**src/rtl/pipe_hazard_ctrl.sv**
```systemverilog
// ---------------------------------------------------------------------------
// pipe_hazard_ctrl
// ---------------------------------------------------------------------------
// Central stall/flush sequencer for the 5-stage MIPS pipeline. It decides,
// every cycle, whether the pipeline registers hold, load a bubble or advance.
// It also handles redirecting the PC to a taken branch and freezing the
// pipeline while the data memory completes a slow access.
//
// Three sources compete for control of a cycle, highest priority first:
//   1. data-memory wait (multi-cycle load/store sitting in MEM)
//   2. taken branch resolved in MEM (mem_branch & mem_zero)
//   3. register data hazard between ID and younger stages
//
// Build option:
//   HAZ_FORWARD_EN  when defined, EX-stage forwarding selects are produced
//                   and only load-use hazards stall. When undefined,
//                   forwarding is off (fwd_a/fwd_b stay 00) and every RAW
//                   dependence on EX or MEM stalls until it drains.
//
// Parameters:
//   MEM_TIMEOUT  max cycles spent in MWAIT before the access is abandoned
//                (1..255)
//   CNT_W        width of the saturating stall-cycle counter
//
// Ports:
//   clk, reset                    clock and synchronous active-high reset
//   id_rs, id_rt, id_use_rs/rt    ID-stage source registers and use flags
//   ex_rs, ex_rt                  EX-stage source registers (forwarding)
//   ex_regwrite, ex_memread,
//   ex_wa                         EX-stage write enable, load flag, dest
//   mem_regwrite, mem_wa          MEM-stage write enable and dest
//   mem_branch, mem_zero          MEM-stage branch flag and ALU zero flag
//   mem_req, mem_ready            MEM-stage memory access and completion
//   wb_regwrite, wb_wa            WB-stage write enable and dest
//   pc_stall .. exmem_stall       hold the corresponding register
//   ifid_flush .. exmem_flush     load a bubble into the register
//   memwb_bubble                  load a bubble into MEM/WB
//   pc_sel_branch                 PC takes the branch target from EX/MEM
//   fwd_a, fwd_b                  EX operand select (00 RF, 10 MEM, 01 WB)
//   mem_err                       sticky memory-timeout flag
//   stall_cnt                     saturating count of pc_stall cycles
// ---------------------------------------------------------------------------
module pipe_hazard_ctrl #(
  parameter int MEM_TIMEOUT = 16,
  parameter int CNT_W       = 16
) (
  input  logic             clk,
  input  logic             reset,
  input  logic [4:0]       id_rs,
  input  logic [4:0]       id_rt,
  input  logic             id_use_rs,
  input  logic             id_use_rt,
  input  logic [4:0]       ex_rs,
  input  logic [4:0]       ex_rt,
  input  logic             ex_regwrite,
  input  logic             ex_memread,
  input  logic [4:0]       ex_wa,
  input  logic             mem_regwrite,
  input  logic [4:0]       mem_wa,
  input  logic             mem_branch,
  input  logic             mem_zero,
  input  logic             mem_req,
  input  logic             mem_ready,
  input  logic             wb_regwrite,
  input  logic [4:0]       wb_wa,
  output logic             pc_stall,
  output logic             ifid_stall,
  output logic             idex_stall,
  output logic             exmem_stall,
  output logic             ifid_flush,
  output logic             idex_flush,
  output logic             exmem_flush,
  output logic             memwb_bubble,
  output logic             pc_sel_branch,
  output logic [1:0]       fwd_a,
  output logic [1:0]       fwd_b,
  output logic             mem_err,
  output logic [CNT_W-1:0] stall_cnt
);

  // FSM encoding: RUN is normal flow, MWAIT holds the pipeline while the
  // data memory finishes a multi-cycle access.
  localparam logic [0:0] ST_RUN   = 1'b0;
  localparam logic [0:0] ST_MWAIT = 1'b1;

  localparam logic [7:0]       TIMEOUT_V = 8'(MEM_TIMEOUT);
  localparam logic [CNT_W-1:0] CNT_MAX   = {CNT_W{1'b1}};
  localparam logic [CNT_W-1:0] CNT_ONE   = CNT_W'(1);

  logic [0:0] state;
  logic [0:0] state_nxt;
  logic [7:0] wcnt;
  logic [7:0] wcnt_nxt;
  logic       set_err;
  logic       mem_hold;
  logic       branch_taken;
  logic       data_hazard;
  logic [1:0] fwd_a_raw;
  logic [1:0] fwd_b_raw;
  logic       unused_inputs;

`ifdef HAZ_FORWARD_EN
  // With forwarding, only a load in EX whose result is needed by the
  // instruction in ID has to wait a cycle: its data does not exist until the
  // load leaves MEM. Everything else is bypassed into EX.
  always_comb begin
    data_hazard = ex_memread && (ex_wa != 5'd0) &&
                  ((id_use_rs && (ex_wa == id_rs)) ||
                   (id_use_rt && (ex_wa == id_rt)));
  end

  // Forwarding selects: the newer result (EX/MEM) wins over the older one
  // (MEM/WB). Register $0 is hard-wired to zero and is never forwarded.
  always_comb begin
    fwd_a_raw = 2'b00;
    if (mem_regwrite && (mem_wa != 5'd0) && (mem_wa == ex_rs))
      fwd_a_raw = 2'b10;
    else if (wb_regwrite && (wb_wa != 5'd0) && (wb_wa == ex_rs))
      fwd_a_raw = 2'b01;

    fwd_b_raw = 2'b00;
    if (mem_regwrite && (mem_wa != 5'd0) && (mem_wa == ex_rt))
      fwd_b_raw = 2'b10;
    else if (wb_regwrite && (wb_wa != 5'd0) && (wb_wa == ex_rt))
      fwd_b_raw = 2'b01;
  end

  assign unused_inputs = ex_regwrite;
`else
  // Without forwarding, any pending write in EX or MEM to a register the ID
  // instruction reads forces a stall. WB is not checked because the register
  // file writes in the first half of the cycle and ID reads in the second.
  // The stall repeats on its own until the producer drains past MEM, which
  // takes at most two cycles.
  always_comb begin
    data_hazard =
      (ex_regwrite && (ex_wa != 5'd0) &&
       ((id_use_rs && (ex_wa == id_rs)) || (id_use_rt && (ex_wa == id_rt)))) ||
      (mem_regwrite && (mem_wa != 5'd0) &&
       ((id_use_rs && (mem_wa == id_rs)) || (id_use_rt && (mem_wa == id_rt))));
  end

  // No bypass network in this build: EX always reads the register file.
  always_comb begin
    fwd_a_raw = 2'b00;
    fwd_b_raw = 2'b00;
  end

  assign unused_inputs = ^{ex_rs, ex_rt, ex_memread, wb_regwrite, wb_wa};
`endif

  // Memory-wait sequencing. In RUN a request that is not ready this cycle
  // freezes the pipeline and enters MWAIT with the wait counter at 1. In
  // MWAIT the freeze is kept until the memory answers or the counter reaches
  // MEM_TIMEOUT; either way the release cycle itself is not frozen. On a
  // timeout the access is simply dropped and mem_err records it.
  always_comb begin
    state_nxt = state;
    wcnt_nxt  = wcnt;
    set_err   = 1'b0;
    mem_hold  = 1'b0;
    case (state)
      ST_RUN: begin
        if (mem_req && !mem_ready) begin
          mem_hold  = 1'b1;
          state_nxt = ST_MWAIT;
          wcnt_nxt  = 8'd1;
        end
      end
      ST_MWAIT: begin
        if (mem_ready) begin
          state_nxt = ST_RUN;
          wcnt_nxt  = 8'd0;
        end else if (wcnt >= TIMEOUT_V) begin
          set_err   = 1'b1;
          state_nxt = ST_RUN;
          wcnt_nxt  = 8'd0;
        end else begin
          mem_hold  = 1'b1;
          wcnt_nxt  = wcnt + 8'd1;
        end
      end
      default: begin
        state_nxt = ST_RUN;
        wcnt_nxt  = 8'd0;
      end
    endcase
  end

  // A branch only counts when no memory operation occupies MEM. A branch
  // flagged together with mem_req is an illegal combination and is ignored.
  assign branch_taken = (state == ST_RUN) && !mem_req && mem_branch && mem_zero;

  // Output decode in priority order. Every cycle spent in MWAIT, including
  // the release cycle, belongs to the memory sequencer, so branch and hazard
  // handling only act from RUN. Everything is forced low while reset is high.
  always_comb begin
    pc_stall      = 1'b0;
    ifid_stall    = 1'b0;
    idex_stall    = 1'b0;
    exmem_stall   = 1'b0;
    ifid_flush    = 1'b0;
    idex_flush    = 1'b0;
    exmem_flush   = 1'b0;
    memwb_bubble  = 1'b0;
    pc_sel_branch = 1'b0;
    fwd_a         = 2'b00;
    fwd_b         = 2'b00;
    if (!reset) begin
      fwd_a = fwd_a_raw;
      fwd_b = fwd_b_raw;
      if (mem_hold) begin
        pc_stall     = 1'b1;
        ifid_stall   = 1'b1;
        idex_stall   = 1'b1;
        exmem_stall  = 1'b1;
        memwb_bubble = 1'b1;
      end else if (branch_taken) begin
        // The three younger instructions were fetched down the wrong path.
        pc_sel_branch = 1'b1;
        ifid_flush    = 1'b1;
        idex_flush    = 1'b1;
        exmem_flush   = 1'b1;
      end else if ((state == ST_RUN) && data_hazard) begin
        // Hold PC and IF/ID so ID retries, and send a bubble down into EX.
        pc_stall   = 1'b1;
        ifid_stall = 1'b1;
        idex_flush = 1'b1;
      end
    end
  end

  // FSM state, wait counter and sticky error flag. Reset abandons any
  // access in progress and returns straight to RUN.
  always_ff @(posedge clk) begin
    if (reset) begin
      state   <= ST_RUN;
      wcnt    <= 8'd0;
      mem_err <= 1'b0;
    end else begin
      state <= state_nxt;
      wcnt  <= wcnt_nxt;
      if (set_err)
        mem_err <= 1'b1;
    end
  end

  // Performance counter: counts cycles in which the PC was held, and sticks
  // at all-ones rather than wrapping so a saturated value is recognisable.
  always_ff @(posedge clk) begin
    if (reset) begin
      stall_cnt <= '0;
    end else if (pc_stall && (stall_cnt != CNT_MAX)) begin
      stall_cnt <= stall_cnt + CNT_ONE;
    end
  end

endmodule

```
**config.mk**
```make
export PLATFORM = sky130hd
export DESIGN_NAME = pipe_hazard_ctrl
export DESIGN_NICKNAME = d
export VERILOG_FILES = /design/src/rtl/pipe_hazard_ctrl.sv
export SDC_FILE = /design/constraint.sdc
export NUM_CORES = 1
export LEC_CHECK = 0
export CAP_MARGIN = 0
export CORE_UTILIZATION = 41
export DETAILED_ROUTE_END_ITERATION = 16
export GPL_TIMING_DRIVEN = 0
export PLACE_DENSITY = 0.87
export SETUP_SLACK_MARGIN = 0.5
export SYNTH_ARGS = -nofsm -noshare
export SYNTH_HDL_FRONTEND = slang
export SYNTH_SLANG_ARGS = --single-unit
```
**constraint.sdc**
```tcl
create_clock -name clk -period 4.65 [get_ports clk]
set_input_delay 1.395 -clock clk [delete_from_list [all_inputs] [get_ports clk]]
set_output_delay 1.395 -clock clk [all_outputs]
set_load 0.05 [all_outputs]
```
==> Yosys cells after proc, flatten, opt, wreduce, memory -nomap -nowiden <==
Cells that the tools add are included.
{ "word_totals": {"regBits": 26, "in_bits": 47, "out_inout_bits": 30, "wordCells": 58} }
{ "op_classes": {"n_addsub": 2, "order_cmp": 1, "n_eq_ne": 6, "mux": 23, "bitwise_logic": 1, "reduce_logical": 21} }
{ "op_table": {"columns": ["cell", "n"], "rows": [
  ["two-way mux 8 bit", 3],
  ["equality test 5 bit", 4],
  ["two-way mux 1 bit", 18],
  ["adder 16 x 1 -> 16 bit (second input constant)", 1],
  ["inequality test 16 bit (second input constant)", 1],
  ["case mux 8 bit (2 select lines)", 1],
  ["logical AND 1 bit", 14],
  ["nonzero test 5 bit", 2],
  ["adder 8 x 1 -> 8 bit (second input constant)", 1],
  [">= comparator 8 x 5 -> 1 bit (second input constant)", 1],
  ["logical OR 1 bit", 3],
  ["zero test 1 bit", 2],
  ["inequality test 2 bit (second input constant)", 1],
  ["case mux 1 bit (2 select lines)", 1],
  ["inverter 1 bit", 1]
]} }

==> Depth between registers and ports, before layout <==
Gate-level depths: netlist of run 1.
{ "logic_depth": {"word_depth": 11, "ltp_mapped": 10, "depth_no_buf": 8} }

==> Least setup slack after synthesis of run 1 <==
No wires, ideal clock.
{ "synth_path": {"path_type": "input to output", "from": "in reset", "to": "out pc_stall", "arrival_time_ps": 3315, "t_required_ps": 3255, "path_slack_ps": -60, "cell_stages": 7, "path_buffers": 4, "cell_sequence": "clkbuf_1 -> a211oi_2 -> o21ba_1 -> buf_6 -> buf_6 -> inv_2 -> buf_4"} }
{ "synth_via": {"elab_chain_len": 1} }
{ "synth_lines": {"columns": ["element", "line_no", "text"], "rows": [
  ["start, declared", "48", "input logic reset,"],
  ["two-way mux 1 bit", null, null],
  ["end, declared", "66", "output logic pc_stall,"]
]} }
No other way between the ends.

==> Worst setup path after layout of run 1 <==
{ "layout_path": {"from": "in mem_wa[4]", "to": "out pc_stall"} }
{ "layout_via": {"elab_chain_len": 10, "elab_cells_between_ends": 14, "classes_between": "eq/ne: 2; mux: 4; reduce/logical: 8"} }
{ "layout_lines": {"columns": ["element", "line_no", "text"], "rows": [
  ["start, declared", "59", "input logic [4:0] mem_wa,"],
  ["equality test 5 bit", "140", "((id_use_rs && (mem_wa == id_rs)) || (id_use_rt && (mem_wa == id_rt))));"],
  ["logical AND 1 bit", "140", null],
  ["logical OR 1 bit", "140", null],
  ["logical AND 1 bit *", "139", "(mem_regwrite && (mem_wa != 5'd0) &&"],
  ["logical OR 1 bit *", "138", "((id_use_rs && (ex_wa == id_rs)) || (id_use_rt && (ex_wa == id_rt)))) ||"],
  ["logical AND 1 bit *", "224", "end else if ((state == ST_RUN) && data_hazard) begin"],
  ["two-way mux 1 bit *", "224", null],
  ["two-way mux 1 bit *", "218", "end else if (branch_taken) begin"],
  ["two-way mux 1 bit *", "212", "if (mem_hold) begin"],
  ["two-way mux 1 bit *", "209", "if (!reset) begin"]
]} }
Every way passes the cells marked *; elsewhere a longest branch is shown, timed or not.

==> results of run 1 <==
==> through the flow <==
step	instance area, sq um	TNS (ns)
global placement	2253	-1.992
finish	2402	0
global route	2402	0
CTS	2345	0
detailed placement	2253	-2.090
floorplan	1653	0
==> cells by family after synthesis <==
| logic type | count (synthesis) | synth area share (%) |
|---|---|---|
| xor+xnor | 22 | 11.87 |
| simple gates | 78 | 25.98 |
| mux | 1 | 0.6168 |
| fa+ha+maj | 3 | 2.313 |
| other cells | 1 | 0.2311 |
| buf+inv | 24 | 8.711 |
| flops | 26 | 32.07 |
| compound gates | 43 | 18.20 |
==> cells in the mapped netlist, drive strengths merged <==
| cell | number |
|---|---|
| dfxtp | 26 |
| xnor2 | 20 |
| nand3 | 18 |
| buf | 13 |
| nor2 | 13 |
| nand2 | 12 |
| a21oi | 11 |
| nand4 | 8 |
| inv | 7 |
| o21ai | 7 |
| nor3 | 5 |
| or3 | 5 |
| and2 | 4 |
| clkbuf | 4 |
| o21a | 4 |
| o41ai | 4 |
| a211oi | 3 |
| ha | 3 |
| o22ai | 3 |
| o311ai | 3 |
| or2 | 3 |
| or4 | 3 |
| nand3b | 2 |
| nor4 | 2 |
| xor2 | 2 |
| a21boi | 1 |
| a21o | 1 |
| a32oi | 1 |
| conb | 1 |
| mux2i | 1 |
| nand2b | 1 |
| nor2b | 1 |
| nor3b | 1 |
| o21ba | 1 |
| o21bai | 1 |
| o311a | 1 |
| o31a | 1 |
| o31ai | 1 |
==> final timing paths <==
path         startpoint             to  slack (ns)  cells after the start
min             wcnt[4]        wcnt[4]        0.50                      2
max           mem_wa[4]       pc_stall        0.21                     10
min reg2reg     wcnt[4]        wcnt[4]        0.50                      2
max reg2reg     wcnt[7]  stall_cnt[15]        2.32                      9
==> metal layers <==
layer	up-vias	global-route usage [%]
li1	847	-
met1	788	28.25
met2	67	37.76
met3	9	3.873
met4	0	8.056
met5	-	0
==> sequential cells by signal (all words and copies together), names as in the netlist <==
register and count:
mem_err 1, stall_cnt 16, wcnt 8, state 1
==> worst min-delay path: stages (launching register included) <==
cell and delay, ns:
dfxtp_1 0.35, nand2_1 0.06, a21oi_1 0.05
==> timing repair <==
item	in CTS	in global routing
endpoints found under the setup margin	9	9
gates resized for setup	90	20
endpoints found under the hold margin	0	0
pin swaps	8	12
setup buffers	7	6
==> area by class of cell <==
| cell class | instances | area (sq um) |
|---|---|---|
| buffer | 17 | 123.9 |
| clock buffer | 4 | 55.05 |
| fill | 329 | 1314 |
| inverter | 7 | 33.78 |
| multi-input combinational | 151 | 1013 |
| sequential | 26 | 520.5 |
| tap | 48 | 60.06 |
| timing repair buffer | 67 | 595.6 |
==> power groups by stage <==
stage	Clock (uW)	Combinational (uW)	Sequential, uW
floorplan	0	66.8	234
finish	149	125	227
global route	162	133	227
global placement	0	115	232
CTS	153	118	227
detailed placement	0	116	232
==> results.cfg, run 1 <==
[layout]
nNetsFinal = 323
antenna_cells = 0
final_common_cell = dfxtp_1
drive_gt1_share_pct = 22.43
layout_common_cells = dfxtp_1, clkdlybuf4s50_1, buf_4, xnor2_1, nand3_1
postLayoutCoreUtil_pct = 64.65
syn_to_final_growth_pct = 48.03
instances_no_fill = 320

[setup_path]
critPathTopFamily = buffers and inverters
path_cells = buf_8 -> or4_4 -> o21a_1 -> a32oi_2 -> o21ba_1 -> buf_6 -> buf_8 -> inv_8 -> buf_6 -> buf_8
crit_type = input pin to primary output
critPathMaxStageDelay_ns = 0.52
cp_num_buf_inv = 6
crit_path_start_kind = input pin
cpMaxStageDelayCell = or4_4
required_ns = 3.25
path_common_cell = buf_8
arrival_ns = 3.04
crit_path_end_kind = primary output
cp_max_fo = 3

[floorplanning]
die_w_microns = 64.92
num_rows = 22
initial_utilization_pct = 43.67
core_sq_um = 3716
dieHeight_microns = 64.92
fp.dieArea_sq_um = 4214
num_io_pins = 77

[clocking]
clockBufferDepth = 2
cts_buffers = 3
insertion_delay_ns = 0.28
cts_tree = built
clkTransAtPathRegs_ns = 0.09
postCtsHoldBufs = 0
clock-root-buffer = clkbuf_8
clock_sinks = 26
cts_max_level = 1

[synth]
synth_cells = 198
synth_top_area_cell = dfxtp_1
syn_area_sq_um = 1623
synth-seq-area-share_pct = 32.07
yosys_register_bits = 26
yosys_warnings = 0
postSynthAreaPerCell_sq_um = 8.196
netlist.area_leader.share_pct = 32.07
yosys-top-cells-area = dfxtp_1, xnor2_1, nand3_1
ys_types = 44

[drt]
postRouteAntennaNets = 0
wl_met3_microns = 309
wl_met2_microns = 2140
vias = 1711
drt_wl_total_microns = 4569
met1_length_microns = 2026
routed.top_layer = met4
drc = 0
vias_per_cell = 5.347
dr.pass1.iters = 4
drt_iter0_markers = 66
wire_per_inst_microns = 14.28

[grt]
grt_use_total_pct = 22.38
grt_max_degree = 15
grt_pass1_wl_microns = 7348
grt_pass1_vias = 1549
antenna_found_initial = 0
overflow = 0

[power_and_ir_drop]
leakage_uw = 0.0008920
power_uw = 501.4
switching_power_uw = 142.8
intPower_uw = 358.6
comb_power_share_pct = 25.0
vdd_drop_max_mv = 0.1427
netSwitchingFraction_pct = 28.48
clockPowerShare_pct = 29.8
powerDensity_nw_per_um2 = 208.7
pwr-share-seq_pct = 45.2

[timing]
setup_ws_ns = 0.2120
period_needed_ns = 4.438
setup_viol = 0
whs_ns = 0.4974
finalMaxSlewViolations = 0
hold_violations = 0
fin_skew_ns = 0.006586
fmax_mhz = 225.3
fin_crit_sh_pct = 95.44
tightest_slew_ns = 0.5145
slew_headroom_pct = 65.59
rsz0062_at_grt = true

[min_path]
hold_path.class = register to register

[job]
drv_cap = 0

[place]
dp_cells = 303
dpl.hpwl_microns = 3206
gp_congestion = 0.8583
place.port_buffers = 54
dp_slack_ns = -0.8656

[status]
run_status = finished clean
Power figures use the tool's default switching activity.
==> run 2, diff against run 1 <==
--- a/config.mk
+++ b/config.mk
@@ -11,6 +11,7 @@
 export GPL_TIMING_DRIVEN = 0
 export PLACE_DENSITY = 0.87
 export SETUP_SLACK_MARGIN = 0.5
+export SLEW_MARGIN = 20
 export SYNTH_ARGS = -nofsm -noshare
 export SYNTH_HDL_FRONTEND = slang
 export SYNTH_SLANG_ARGS = --single-unit
==> results of run 2 <==
No change in the layout: final DEF, timing and power equal those of run 1.
